==> src/rtl/i2c_cmd_fifo_pkg.sv <==
// Shared types for the camera command queue: field widths and the packed command entry.
package i2c_cmd_pkg;

  localparam int ADDR_W = 8;
  localparam int DATA_W = 16;
  localparam int COMP_W = 2;

  typedef struct packed {
    logic [ADDR_W-1:0] saddr;
    logic [DATA_W-1:0] sdata;
    logic              rgb;
    logic [COMP_W-1:0] compression;
    logic              trigger;
  } i2c_cmd_t;

  localparam int CMD_W = $bits(i2c_cmd_t);

endpackage

==> src/rtl/i2c_cmd_fifo_if.sv <==
// Command-queue bus: producer handshake, consumer handshake, and queue status/control.
interface i2c_cmd_fifo_if import i2c_cmd_pkg::*; #(parameter int DEPTH = 8);

  localparam int CNT_W = $clog2(DEPTH) + 1;

  logic [ADDR_W-1:0] in_saddr;
  logic [DATA_W-1:0] in_sdata;
  logic              in_rgb;
  logic [COMP_W-1:0] in_compression;
  logic              in_trigger;
  logic              in_valid;
  logic              in_ready;

  logic [ADDR_W-1:0] out_saddr;
  logic [DATA_W-1:0] out_sdata;
  logic              out_rgb;
  logic [COMP_W-1:0] out_compression;
  logic              out_trigger;
  logic              out_valid;
  logic              out_ready;

  logic              flush;
  logic              clr_overflow;
  logic              overflow;
  logic [CNT_W-1:0]  count;

  modport master (
    output in_saddr, in_sdata, in_rgb, in_compression, in_trigger, in_valid,
    output out_ready, flush, clr_overflow,
    input  in_ready, out_saddr, out_sdata, out_rgb, out_compression, out_trigger,
    input  out_valid, overflow, count
  );

  modport slave (
    input  in_saddr, in_sdata, in_rgb, in_compression, in_trigger, in_valid,
    input  out_ready, flush, clr_overflow,
    output in_ready, out_saddr, out_sdata, out_rgb, out_compression, out_trigger,
    output out_valid, overflow, count
  );

endinterface

==> src/rtl/i2c_cmd_fifo_ctrl.sv <==
// Queue bookkeeping: read/write pointers, occupancy, full/empty, sticky overflow and flush.
module i2c_cmd_fifo_ctrl #(
  parameter int DEPTH = 8,
  parameter int PTR_W = $clog2(DEPTH),
  parameter int CNT_W = PTR_W + 1
) (
  input  logic             clk,
  input  logic             reset_n,
  input  logic             in_valid,
  input  logic             out_ready,
  input  logic             flush,
  input  logic             clr_overflow,
  output logic             push_en,
  output logic [PTR_W-1:0] wr_ptr,
  output logic [PTR_W-1:0] rd_ptr,
  output logic [CNT_W-1:0] count,
  output logic             full,
  output logic             empty,
  output logic             overflow
);

  logic [PTR_W-1:0] wr_ptr_q, wr_ptr_d;
  logic [PTR_W-1:0] rd_ptr_q, rd_ptr_d;
  logic [CNT_W-1:0] count_q, count_d;
  logic             overflow_q, overflow_d;
  logic             pop_en;
  logic             drop;

  assign full     = (count_q == CNT_W'(DEPTH));
  assign empty    = (count_q == {CNT_W{1'b0}});
  assign wr_ptr   = wr_ptr_q;
  assign rd_ptr   = rd_ptr_q;
  assign count    = count_q;
  assign overflow = overflow_q;

  // Handshake qualification and next-state for pointers, count and overflow.
  always_comb begin
    push_en    = in_valid && !full && !flush;
    pop_en     = out_ready && !empty && !flush;
    drop       = in_valid && full;
    wr_ptr_d   = wr_ptr_q;
    rd_ptr_d   = rd_ptr_q;
    count_d    = count_q;
    overflow_d = overflow_q;

    if (flush) begin
      wr_ptr_d = {PTR_W{1'b0}};
      rd_ptr_d = {PTR_W{1'b0}};
      count_d  = {CNT_W{1'b0}};
    end else begin
      if (push_en) begin
        wr_ptr_d = wr_ptr_q + PTR_W'(1);
      end else begin
        wr_ptr_d = wr_ptr_q;
      end
      if (pop_en) begin
        rd_ptr_d = rd_ptr_q + PTR_W'(1);
      end else begin
        rd_ptr_d = rd_ptr_q;
      end
      case ({push_en, pop_en})
        2'b10:   count_d = count_q + CNT_W'(1);
        2'b01:   count_d = count_q - CNT_W'(1);
        default: count_d = count_q;
      endcase
    end

    // A dropped write beats a same-cycle clear; flush leaves the flag alone.
    if (!flush && drop) begin
      overflow_d = 1'b1;
    end else if (clr_overflow) begin
      overflow_d = 1'b0;
    end else begin
      overflow_d = overflow_q;
    end
  end

  // Bookkeeping registers.
  always_ff @(posedge clk or negedge reset_n) begin
    if (!reset_n) begin
      wr_ptr_q   <= {PTR_W{1'b0}};
      rd_ptr_q   <= {PTR_W{1'b0}};
      count_q    <= {CNT_W{1'b0}};
      overflow_q <= 1'b0;
    end else begin
      wr_ptr_q   <= wr_ptr_d;
      rd_ptr_q   <= rd_ptr_d;
      count_q    <= count_d;
      overflow_q <= overflow_d;
    end
  end

endmodule

==> src/rtl/i2c_cmd_fifo.sv <==
// First-word-fall-through camera command queue; owns the entry storage and field pack/unpack.
module i2c_cmd_fifo import i2c_cmd_pkg::*; #(
  parameter int DEPTH = 8
) (
  input  logic           clk,
  input  logic           reset_n,
  i2c_cmd_fifo_if.slave  bus
);

  localparam int PTR_W = $clog2(DEPTH);
  localparam int CNT_W = PTR_W + 1;

  i2c_cmd_t         mem_q [DEPTH];
  i2c_cmd_t         mem_d [DEPTH];
  i2c_cmd_t         in_cmd_s;
  i2c_cmd_t         head_s;
  logic             push_en_s;
  logic [PTR_W-1:0] wr_ptr_s;
  logic [PTR_W-1:0] rd_ptr_s;
  logic [CNT_W-1:0] count_s;
  logic             full_s;
  logic             empty_s;
  logic             overflow_s;

  i2c_cmd_fifo_ctrl #(.DEPTH(DEPTH)) u_ctrl (
    .clk          (clk),
    .reset_n      (reset_n),
    .in_valid     (bus.in_valid),
    .out_ready    (bus.out_ready),
    .flush        (bus.flush),
    .clr_overflow (bus.clr_overflow),
    .push_en      (push_en_s),
    .wr_ptr       (wr_ptr_s),
    .rd_ptr       (rd_ptr_s),
    .count        (count_s),
    .full         (full_s),
    .empty        (empty_s),
    .overflow     (overflow_s)
  );

  assign in_cmd_s = '{saddr:       bus.in_saddr,
                      sdata:       bus.in_sdata,
                      rgb:         bus.in_rgb,
                      compression: bus.in_compression,
                      trigger:     bus.in_trigger};

  // Head fields come straight from the array so a fresh entry is visible one cycle after its push.
  assign head_s              = mem_q[rd_ptr_s];
  assign bus.out_saddr       = head_s.saddr;
  assign bus.out_sdata       = head_s.sdata;
  assign bus.out_rgb         = head_s.rgb;
  assign bus.out_compression = head_s.compression;
  assign bus.out_trigger     = head_s.trigger;
  assign bus.out_valid       = !empty_s;
  assign bus.in_ready        = !full_s;
  assign bus.overflow        = overflow_s;
  assign bus.count           = count_s;

  // Storage write on an accepted push.
  always_comb begin
    mem_d = mem_q;
    if (push_en_s) begin
      mem_d[wr_ptr_s] = in_cmd_s;
    end else begin
      mem_d = mem_q;
    end
  end

  // Storage array; cleared on reset so the head reads zero while empty.
  always_ff @(posedge clk or negedge reset_n) begin
    if (!reset_n) begin
      for (int i = 0; i < DEPTH; i++) begin
        mem_q[i] <= '0;
      end
    end else begin
      mem_q <= mem_d;
    end
  end

endmodule

==> src/flat_wrapper.sv <==
// flat-port wrapper written by rule: the top's interface ports become plain ports
module i2c_cmd_fifo_flat import i2c_cmd_pkg::*;
#(
  parameter int DEPTH = 8
)
  (clk, reset_n, bus_in_saddr, bus_in_sdata, bus_in_rgb, bus_in_compression, bus_in_trigger, bus_in_valid, bus_out_ready, bus_flush, bus_clr_overflow, bus_in_ready, bus_out_saddr, bus_out_sdata, bus_out_rgb, bus_out_compression, bus_out_trigger, bus_out_valid, bus_overflow, bus_count);
  i2c_cmd_fifo_if #(.DEPTH(DEPTH)) bus_i ();
  input  logic clk;
  input  logic reset_n;
  input wire logic [$bits(bus_i.in_saddr)-1:0] bus_in_saddr;
  input wire logic [$bits(bus_i.in_sdata)-1:0] bus_in_sdata;
  input wire logic [$bits(bus_i.in_rgb)-1:0] bus_in_rgb;
  input wire logic [$bits(bus_i.in_compression)-1:0] bus_in_compression;
  input wire logic [$bits(bus_i.in_trigger)-1:0] bus_in_trigger;
  input wire logic [$bits(bus_i.in_valid)-1:0] bus_in_valid;
  input wire logic [$bits(bus_i.out_ready)-1:0] bus_out_ready;
  input wire logic [$bits(bus_i.flush)-1:0] bus_flush;
  input wire logic [$bits(bus_i.clr_overflow)-1:0] bus_clr_overflow;
  output wire logic [$bits(bus_i.in_ready)-1:0] bus_in_ready;
  output wire logic [$bits(bus_i.out_saddr)-1:0] bus_out_saddr;
  output wire logic [$bits(bus_i.out_sdata)-1:0] bus_out_sdata;
  output wire logic [$bits(bus_i.out_rgb)-1:0] bus_out_rgb;
  output wire logic [$bits(bus_i.out_compression)-1:0] bus_out_compression;
  output wire logic [$bits(bus_i.out_trigger)-1:0] bus_out_trigger;
  output wire logic [$bits(bus_i.out_valid)-1:0] bus_out_valid;
  output wire logic [$bits(bus_i.overflow)-1:0] bus_overflow;
  output wire logic [$bits(bus_i.count)-1:0] bus_count;
  assign bus_i.in_saddr = bus_in_saddr;
  assign bus_i.in_sdata = bus_in_sdata;
  assign bus_i.in_rgb = bus_in_rgb;
  assign bus_i.in_compression = bus_in_compression;
  assign bus_i.in_trigger = bus_in_trigger;
  assign bus_i.in_valid = bus_in_valid;
  assign bus_i.out_ready = bus_out_ready;
  assign bus_i.flush = bus_flush;
  assign bus_i.clr_overflow = bus_clr_overflow;
  assign bus_in_ready = bus_i.in_ready;
  assign bus_out_saddr = bus_i.out_saddr;
  assign bus_out_sdata = bus_i.out_sdata;
  assign bus_out_rgb = bus_i.out_rgb;
  assign bus_out_compression = bus_i.out_compression;
  assign bus_out_trigger = bus_i.out_trigger;
  assign bus_out_valid = bus_i.out_valid;
  assign bus_overflow = bus_i.overflow;
  assign bus_count = bus_i.count;
  i2c_cmd_fifo #(.DEPTH(DEPTH)) u_core (.clk(clk), .reset_n(reset_n), .bus(bus_i));
endmodule
==> config.mk <==
export PLATFORM = sky130hd
export DESIGN_NAME = i2c_cmd_fifo_flat
export DESIGN_NICKNAME = d
export VERILOG_FILES = /design/src/rtl/i2c_cmd_fifo_pkg.sv /design/src/rtl/i2c_cmd_fifo_if.sv /design/src/rtl/i2c_cmd_fifo_ctrl.sv /design/src/rtl/i2c_cmd_fifo.sv /design/src/flat_wrapper.sv
export SDC_FILE = /design/constraint.sdc
export NUM_CORES = 1
export LEC_CHECK = 0
export CAP_MARGIN = 40
export CELL_PAD_IN_SITES_DETAIL_PLACEMENT = 1
export CELL_PAD_IN_SITES_GLOBAL_PLACEMENT = 1
export CORE_MARGIN = 5
export CORE_UTILIZATION = 30
export CTS_CLUSTER_DIAMETER = 200
export DETAILED_ROUTE_END_ITERATION = 8
export MAX_ROUTING_LAYER = met4
export PLACE_DENSITY_LB_ADDON = 0.3
export SYNTH_ARGS = -nofsm -noshare
export SYNTH_HDL_FRONTEND = slang
export SYNTH_SLANG_ARGS = --single-unit
==> constraint.sdc <==
create_clock -name clk -period 3.07 [get_ports clk]
set_clock_uncertainty 0.1 [all_clocks]
set_input_delay 0.614 -clock clk [delete_from_list [all_inputs] [get_ports clk]]
set_output_delay 0.614 -clock clk [all_outputs]
set_load 0.05 [all_outputs]
* Yosys cells after proc, flatten, opt, wreduce, memory -nomap -nowiden
Index checks and enable logic that the tools add are counted.
Operators by class: $lt $le $gt $ge 3, bitwise gates (word level) 2, eq/ne operators 3, reduce and logical (&&, ||, !) cells 15, $add $sub $neg 4, muxes and demuxes 14
Operators by type and width (count):
- bitwise mux 224 bit | 1
- binary-select mux 28 bit (select 3 bit) | 1
- demux 28 bit (select 3 bit) | 1
- two-way mux 28 bit | 3
- two-way mux 3 bit | 4
- greater-or-equal comparator 4 bit, second input constant | 2
- NOT 3 -> 4 bit | 2
- case mux 4 bit (2 select lines) | 1
- logical AND 1 bit | 7
- adder 3 x 1 -> 3 bit, second input constant | 2
- nonzero test 2 bit | 3
- adder 4 x 1 -> 4 bit, second input constant | 1
- == test 4 bit, second input constant | 1
- logical NOT 4 bit | 1
- less-than comparator 4 x 1 -> 1 bit, second input constant | 1
- two-way mux 4 bit | 1
- subtractor 4 x 1 -> 4 bit, second input constant | 1
- logical NOT 1 bit | 3
- nonzero test 3 bit | 1
- == test 2 x 1 -> 1 bit, second input constant | 1
- == test 2 bit, second input constant | 1
- two-way mux 1 bit | 2
Word-level totals: input bits 34, word-level logic and storage cells 85, register bits after elaboration 235

* Depth between registers and ports, before layout
Gate-level depths: netlist of run 1.
depth after elaboration 7, mapped depth 8, gate-level depth less buffers 7

* Hierarchy
Synthesis of run 1 repeated with hierarchy kept, for this count alone.
Unflattened totals: cell total of the unflattened synthesis 649, area, all modules 10760.3 um^2
By module, submodules not included:
- i2c_cmd_fifo | area an instance 10054.6 um^2, sequential area each 5605.4 um^2, cells each 580, times used 1
- i2c_cmd_fifo_ctrl | area an instance 705.7 um^2, sequential area each 275.3 um^2, cells each 69, times used 1

* Least setup slack after synthesis of run 1
No wires, ideal clock.
kind reg2reg, start reg u_core.u_ctrl.count_q[1] (netlist: u_core.u_ctrl.count[1]), end reg u_core.u_ctrl.count_q[3] (netlist: u_core.u_ctrl.count[3]), path slack -0.133 ns, clock period less this slack 3.203 ns, path buffers 1, data arrival time 3.034 ns, cell stages (with the launch flop) 9, cells stage by stage dfrtp_1 or4b_1 buf_6 a211oi_1 ha_1 and3_1 o21ai_0 or3b_2 nand3b_1
On the way: cells in the longest elaborated chain, start to end 7, elaborated cells on any way between the ends 15
Ends and longest elaborated chain:
- start, declared | RTL line i2c_cmd_fifo_ctrl.sv:24 | logic [CNT_W-1:0] count_q, count_d;
- start signal, assigned | RTL line i2c_cmd_fifo_ctrl.sv:83 | count_q <= {CNT_W{1'b0}};
- start signal, assigned | RTL line i2c_cmd_fifo_ctrl.sv:88 | count_q <= count_d;
- == test 4 bit * | RTL line i2c_cmd_fifo_ctrl.sv:29 | assign full = (count_q == CNT_W'(DEPTH));
- logical NOT 1 bit *
- net bus_in_ready | RTL line flat_wrapper.sv:19 | output wire logic [$bits(bus_i.in_ready)-1:0] bus_in_ready;
- logical AND 1 bit * (2 in series) | RTL line i2c_cmd_fifo_ctrl.sv:38 | push_en = in_valid && !full && !flush;
- == test 2 x 1 -> 1 bit / == test 2 bit (equally long branches) | RTL line i2c_cmd_fifo_ctrl.sv:61 | case ({push_en, pop_en})
- case mux 4 bit (2 select lines) | RTL line i2c_cmd_fifo_ctrl.sv:61
- two-way mux 4 bit | RTL line i2c_cmd_fifo_ctrl.sv:46 | if (flush) begin
Mark *: on every way through the listed nets, which the timed path passes. The rest lies on a longest branch. A chain may end at the register's enable or synchronous reset.

* Final worst setup path of run 1
start reg u_core.u_ctrl.rd_ptr_q[0] (netlist: u_core.u_ctrl.rd_ptr[0]), end out bus_out_sdata[11]
On the way: cells in the longest elaborated chain, start to end 4
Ends and longest elaborated chain:
- start, declared | RTL line i2c_cmd_fifo_ctrl.sv:23 | logic [PTR_W-1:0] rd_ptr_q, rd_ptr_d;
- start signal, assigned | RTL line i2c_cmd_fifo_ctrl.sv:82 | rd_ptr_q <= {PTR_W{1'b0}};
- start signal, assigned | RTL line i2c_cmd_fifo_ctrl.sv:87 | rd_ptr_q <= rd_ptr_d;
- NOT 3 -> 4 bit (not written as such) | RTL line i2c_cmd_fifo.sv:48 | assign head_s = mem_q[rd_ptr_s];
- binary-select mux 28 bit (select 3 bit) | RTL line i2c_cmd_fifo.sv:48
- two-way mux 28 bit (not written as such) (2 in series) | RTL line i2c_cmd_fifo.sv:48
- end, declared | RTL line flat_wrapper.sv:21 | output wire logic [$bits(bus_i.out_sdata)-1:0] bus_out_sdata;
No other way between the ends. The select of a mux whose other input is x is not followed.

==> impl_metrics.json, run 1 <==
{
  "startpoint": "u_core.u_ctrl.rd_ptr[0]",
  "drive_gt1_frac": 0.568,
  "crit_required_ns": 2.36,
  "routed_via_density": 4.91,
  "crit_path_end_kind": "output port",
  "pwr-share-comb": 0.371,
  "cts_tree": "built",
  "fin_cells": 1229,
  "initial_core_util": 0.304,
  "powerDensity_mw_per_mm2": 927,
  "clk_latency_ns": 0.53,
  "yosysSeqAreaShare": 0.544,
  "post-dp-hpwl_microns": 17100,
  "fmax_ghz": 0.332,
  "synth.avg_cell_area_sq_um": 16.7,
  "antenna_found_initial": 1,
  "die-area_sq_mm": 0.0399,
  "drv_cap": 0,
  "dp_cells": 1169,
  "internal_power_mw": 8.22,
  "drt_first_pass_iters": 4,
  "worstSetupPathType": "reg2out",
  "cts-root-buf": "clkbuf_16",
  "area_growth_pct": 23.3,
  "path_max_fanout": 8,
  "p_seq_frac": 0.354,
  "worstHoldStart": "u_core.mem_q[40]",
  "min_period_ns": 3.01,
  "power_mw": 12.3,
  "hold_depth": 1,
  "ys_async_sr_fraction": 1.00,
  "ys_ff_latch": 235,
  "coreArea_sq_mm": 0.0356,
  "status": "completed",
  "drcViolationCount": 0,
  "core.rowCount": 69,
  "ioPinCount": 69,
  "ys.flop_type": "dfrtp_1",
  "syn_area_sq_mm": 0.0108,
  "slew_viol_final": 0,
  "cp-start-kind": "register",
  "first_global_vias": 7154,
  "wl_per_cell_microns": 21.7,
  "drtIter0Drc": 142,
  "die_h_microns": 200,
  "sw_frac_of_total": 0.334,
  "hold_viol": 0,
  "syn-num-nets": 687,
  "r2r-start": "u_core.u_ctrl.count[1]",
  "grt_use_met1": 0.174,
  "cts_buffers": 28,
  "grt_overflow_total": 0,
  "reg2reg_depth": 7,
  "post-route-util": 0.374,
  "num_vias": 6030,
  "place_area_sq_mm": 0.0122,
  "yosys_warnings": 0,
  "worstPathCellList": "buf_12, clkbuf_16, mux4_2, mux2_2, buf_6",
  "crit_slowest_cell": "dfrtp_4",
  "crit_arrival_ns": 2.30,
  "yosysMostFrequentCell": "dfrtp_1",
  "gr-usage-met3": 0.0186,
  "r2r_slack_ns": 0.18,
  "synth_edf_count": 0,
  "path_clk_slew_ns": 0.06,
  "min_to": "u_core.mem_q[40]",
  "max_slew_margin": 0.594,
  "finalSetupViolCount": 0,
  "grt_pass1_wl_microns": 42500,
  "max-vdd-ir-drop_uv": 578,
  "fin_nets": 786,
  "critical_path.max_stage_delay_ns": 0.53,
  "hold_path.class": "reg2reg",
  "die_x_microns": 200,
  "yosys-top-cells-count": "dfrtp_1 (235), mux2_2 (228), mux4_2 (56)",
  "yosysTopAreaCell": "dfrtp_1",
  "clockBufferDepth": 3,
  "reg2reg_to": "u_core.u_ctrl.count[3]",
  "tightest_slew_ns": 0.605,
  "p_switching_mw": 4.12,
  "clkSinkCount": 235,
  "synth_area_leaders": "dfrtp_1 (54%), mux2_2 (24%), mux4_2 (12%), mux2_4 (2.8%), buf_4 (1.0%)",
  "ant_nets": 0,
  "yosysTopAreaCellShare": 0.544,
  "met2_usage": 0.242,
  "synth_cell_types": 40,
  "drt_wl_total_microns": 26600,
  "h-tree-depth": 1,
  "period_share": 0.981,
  "synthCells": 648,
  "grt_start_max_net_pins": 65,
  "portBuffers": 68,
  "power_frac_clock": 0.275,
  "place_congestion": 0.735,
  "top_usage_layer": "met2",
  "grt_use_total": 0.139,
  "p_leak_nw": 6.00,
  "design_area_sq_mm": 0.0133
}
## sequential cells by signal, indices dropped and copies added, names as in the netlist
signal and cells:
u_core.u_ctrl.wr_ptr 3, u_core.u_ctrl.overflow 1, u_core.u_ctrl.count 4, u_core.u_ctrl.rd_ptr 3
u_core.mem_q 224
## layout make-up
class / instances / area (sq um)
clock buffer: 40 / 837
fill: 3599 / 22300
clock inverter: 10 / 128
timing repair buffer: 111 / 1210
inverter: 2 / 7.51
sequential: 235 / 5890
antenna: 1 / 2.50
multi-input combinational: 369 / 4660
tap: 461 / 577
## placed cells by master (no fill, tap or decap), drive strengths merged, types with 2 or more instances in the layout
cell,count
clkbuf,42
dlygate4sd2,2
nand2,4
and3,2
nand3b,3
nor3b,2
a211oi,3
mux4,56
clkinv,6
mux2,252
xnor2,3
a21oi,2
buf,69
nor2,11
or4b,2
mux2i,4
clkdlybuf4s50,37
nor3,4
inv,2
bufinv,3
nand3,3
dfrtp,235
xor2,3
ha,4
## worst max path at each step
stage                                        end  slack [ns]  cells after the start
after detailed placement        u_core.mem_q[94]        0.01                      7
after CTS                       bus_out_sdata[8]      0.0004                      4
final                          bus_out_sdata[11]        0.06                      5
after floorplan           u_core.u_ctrl.count[3]        0.10                      8
after global routing            bus_out_saddr[7]      -0.007                      5
after global placement    u_core.u_ctrl.count[3]        0.06                      8
## power by group through the flow
stage / clock network, mW / registers, mW / logic (mW)
after floorplan: 0 / 4.29 / 3.16
after global placement: 0 / 4.35 / 4.34
after detailed placement: 0 / 4.44 / 4.44
after CTS: 3.50 / 4.37 / 4.51
after global routing: 3.64 / 4.45 / 4.88
final: 3.39 / 4.36 / 4.58
## cells by family after synthesis
logic type,after synthesis,share of synthesized area
adders and majority gates,5,0.00649
muxes,312,0.390
and+or+nand+nor,36,0.0219
buffers and inverters,44,0.0257
xor gates and xnor gates,6,0.00486
DFF,235,0.544
AOI/OAI and AO/OA,10,0.00672
## per-layer routing
metal / routed length (microns) / vias up
met2: 13900 / 75
met5: 0 / -
met3: 779 / 32
li1: - / 2628
met1: 11600 / 3295
met4: 418 / 0
## critical path, delay by kind of cell, from the launching register on
family / cells / cell delay, ns
multiplexers: 2 / 0.76
flip-flops: 1 / 0.53
buffers and inverters: 3 / 0.47
## repair_timing
item | CTS | global route
hold buffers | 1 | 0
resized for setup | 4 | 11
cloned | 0 | 2
endpoints found under the setup margin | 25 | 11
endpoints found under the hold margin | 59 | 0
setup buffers | 1 | 5
## stage by stage
step,setup WS [ns],hold slack (ns),TNS (ns)
6_report,0.0576,0.397,0
5_1_grt,-0.00679,0.409,-0.0307
4_1_cts,0.000433,0.400,0
3_5_place_dp,0.0119,0.388,0
3_3_place_gp,0.0582,0.364,0
2_1_floorplan,0.104,0.218,0
Power figures use the tool's default switching activity.
==> inputs of run 2 (changes only) <==
- SKIP_LAST_GASP: unset -> 1
- SLEW_MARGIN: unset -> 20
- clock period: 3.07 -> 2.7 ns (I/O delays scaled with it)
==> run 2 against run 1 <==
Against the previous run: sequential share of layout area down 1.4 points; critical endpoint is now bus_out_saddr[1]; via count up 1.5%; worst setup slack worse by 0.29 ns; final cell count up 1.2%; non-clock buffer count up 14; final area up 3.3%; clock power up 6.5%; critical path depth unchanged; sequential power up 13%; combinational power up 28%; register-to-register slack worse by 0.11 ns; the run now ends with setup timing left; wire length up 3.6%.
==> impl_metrics.json, run 2 (synthesized netlist as in run 1, its figures left out) <==
{
  "drv_cap": 0,
  "fin_cells": 1244,
  "post-route-util": 0.387,
  "path_max_fanout": 8,
  "cts_tree": "built",
  "dp_cells": 1178,
  "finalSetupViolCount": 28,
  "initial_core_util": 0.304,
  "worstSetupPathType": "reg2out",
  "violations": "setup timing",
  "cts-root-buf": "clkbuf_16",
  "max_slew_margin": 0.586,
  "wl_per_cell_microns": 22.2,
  "max-vdd-ir-drop_uv": 689,
  "clk_latency_ns": 0.53,
  "antenna_found_initial": 2,
  "routed_via_density": 4.92,
  "whs_ns": 0.395,
  "largest-register": "u_core.mem_q",
  "core.rowCount": 69,
  "final_cell_mix": "dfrtp_1 (228), mux2_2 (210), mux4_2 (56), mux2_4 (38), clkdlybuf4s50_1 (37)",
  "period_share": 1.09,
  "cp-start-kind": "register",
  "fin_nets": 800,
  "worstPathCellList": "buf_12, buf_12, mux4_2, mux2_4, buf_6",
  "drtIter0Drc": 273,
  "first_global_vias": 7180,
  "clkSinkCount": 235,
  "largest_reg_flops": 224,
  "area_growth_pct": 27.3,
  "powerDensity_mw_per_mm2": 1050,
  "hold_path.class": "reg2reg",
  "h-tree-depth": 1,
  "die_h_microns": 200,
  "coreArea_sq_mm": 0.0356,
  "crit_required_ns": 2.06,
  "die-area_sq_mm": 0.0399,
  "p_leak_nw": 6.21,
  "post-dp-hpwl_microns": 17000,
  "drt_wl_total_microns": 27600,
  "slew_viol_final": 0,
  "path_common_cell": "buf_12",
  "rsz0062_at_grt": "true",
  "ioPinCount": 69,
  "crit_slowest_cell": "mux4_2",
  "status": "finished with violations",
  "num_vias": 6121,
  "clockBufferDepth": 3,
  "fmax_ghz": 0.340,
  "cp.buffers_inverters": 3,
  "die_x_microns": 200,
  "grt_use_total": 0.142,
  "path_clk_slew_ns": 0.06,
  "hold_viol": 0,
  "tightest_slew_ns": 0.618,
  "crit_path_end_kind": "output port",
  "min_period_ns": 2.94,
  "final_common_cell": "dfrtp_1",
  "worst_slack_ns": -0.237,
  "dpl_worst_slack_ns": -0.297,
  "grt_start_max_net_pins": 68,
  "grt_pass1_wl_microns": 43300,
  "cts_buffers": 28,
  "ant_nets": 0,
  "drt_first_pass_iters": 4,
  "crit_arrival_ns": 2.30,
  "grt_overflow_total": 0,
  "worst_path_dominant_cell_family": "multiplexers",
  "place_congestion": 0.756,
  "fillCellCount": 3552,
  "portBuffers": 68,
  "drcViolationCount": 0,
  "critical_path.max_stage_delay_ns": 0.54,
  "drive_gt1_frac": 0.577
}
## run 2: final cells by class
| class | count | area, sq um | area share |
|---|---|---|---|
| diodes | 2 | 5.00 | 0.000364 |
| clock buffers | 44 | 832 | 0.0605 |
| clock inverters | 6 | 57.6 | 0.00419 |
| inverters | 2 | 7.51 | 0.000546 |
| multi-input cells | 369 | 4780 | 0.348 |
| flip-flops and latches | 235 | 5890 | 0.429 |
| well taps | 461 | 577 | 0.0419 |
| repair buffers | 125 | 1590 | 0.116 |
## run 2: routing by layer
layer | GRT usage | share of wire | wire [microns] | vias up
li1 | - | - | - | 2670
met1 | 0.185 | 0.44 | 12200 | 3314
met2 | 0.239 | 0.51 | 14000 | 99
met3 | 0.0205 | 0.031 | 865 | 38
met4 | 0.0304 | 0.019 | 512 | 0
met5 | - | 0 | 0 | -
## run 2: power breakdown
| part | switching (mW) | internal, mW |
|---|---|---|
| Sequential | 0.519 | 4.42 |
| Combinational | 2.90 | 2.97 |
| Clock | 1.42 | 2.19 |
| Total | 4.84 | 9.58 |
## run 2: final timing paths
check | slack [ns] | depth (start not counted) | end | start
worst min-delay path | 0.39 | 1 | u_core.mem_q[90] | u_core.mem_q[90]
worst max-delay path | -0.24 | 5 | bus_out_saddr[1] | u_core.u_ctrl.rd_ptr[0]
worst max register to register | 0.07 | 7 | u_core.u_ctrl.count[3] | u_core.u_ctrl.count[0]
worst min register to register | 0.39 | 1 | u_core.mem_q[90] | u_core.mem_q[90]
max in group asynchronous | 1.23 | 3 | u_core.mem_q[150] | reset_n
min in group asynchronous | 0.47 | 2 | u_core.mem_q[99] | reset_n
## run 2: timing repair
item | in CTS | in global routing
setup endpoints to repair | 29 | 29
hold buffers | 1 | 0
gates cloned | 2 | 3
hold endpoints to repair | 62 | 0
gates resized for setup | 11 | 48
pin swaps | 0 | 3
setup buffers | 2 | 6
## run 2: metrics by stage
| step | instance area (sq um) | power, mW | setup TNS [ns] |
|---|---|---|---|
| CTS | 13400 | 14.1 | -7.05 |
| finish | 13800 | 14.4 | -5.45 |
| detailed placement | 12400 | 10.2 | -25.97 |
| global placement | 12400 | 9.99 | -23.89 |
| floorplan | 10800 | 8.51 | -0.0864 |
| global route | 13800 | 15.1 | -7.42 |
## run 2: worst reg2reg max path: stages (launching register included)
cell	delay (ns)
dfrtp_4	0.48
or4b_4	0.53
a211oi_4	0.35
ha_1	0.29
and3_1	0.21
o21ai_2	0.13
or3b_4	0.38
nand3b_1	0.09
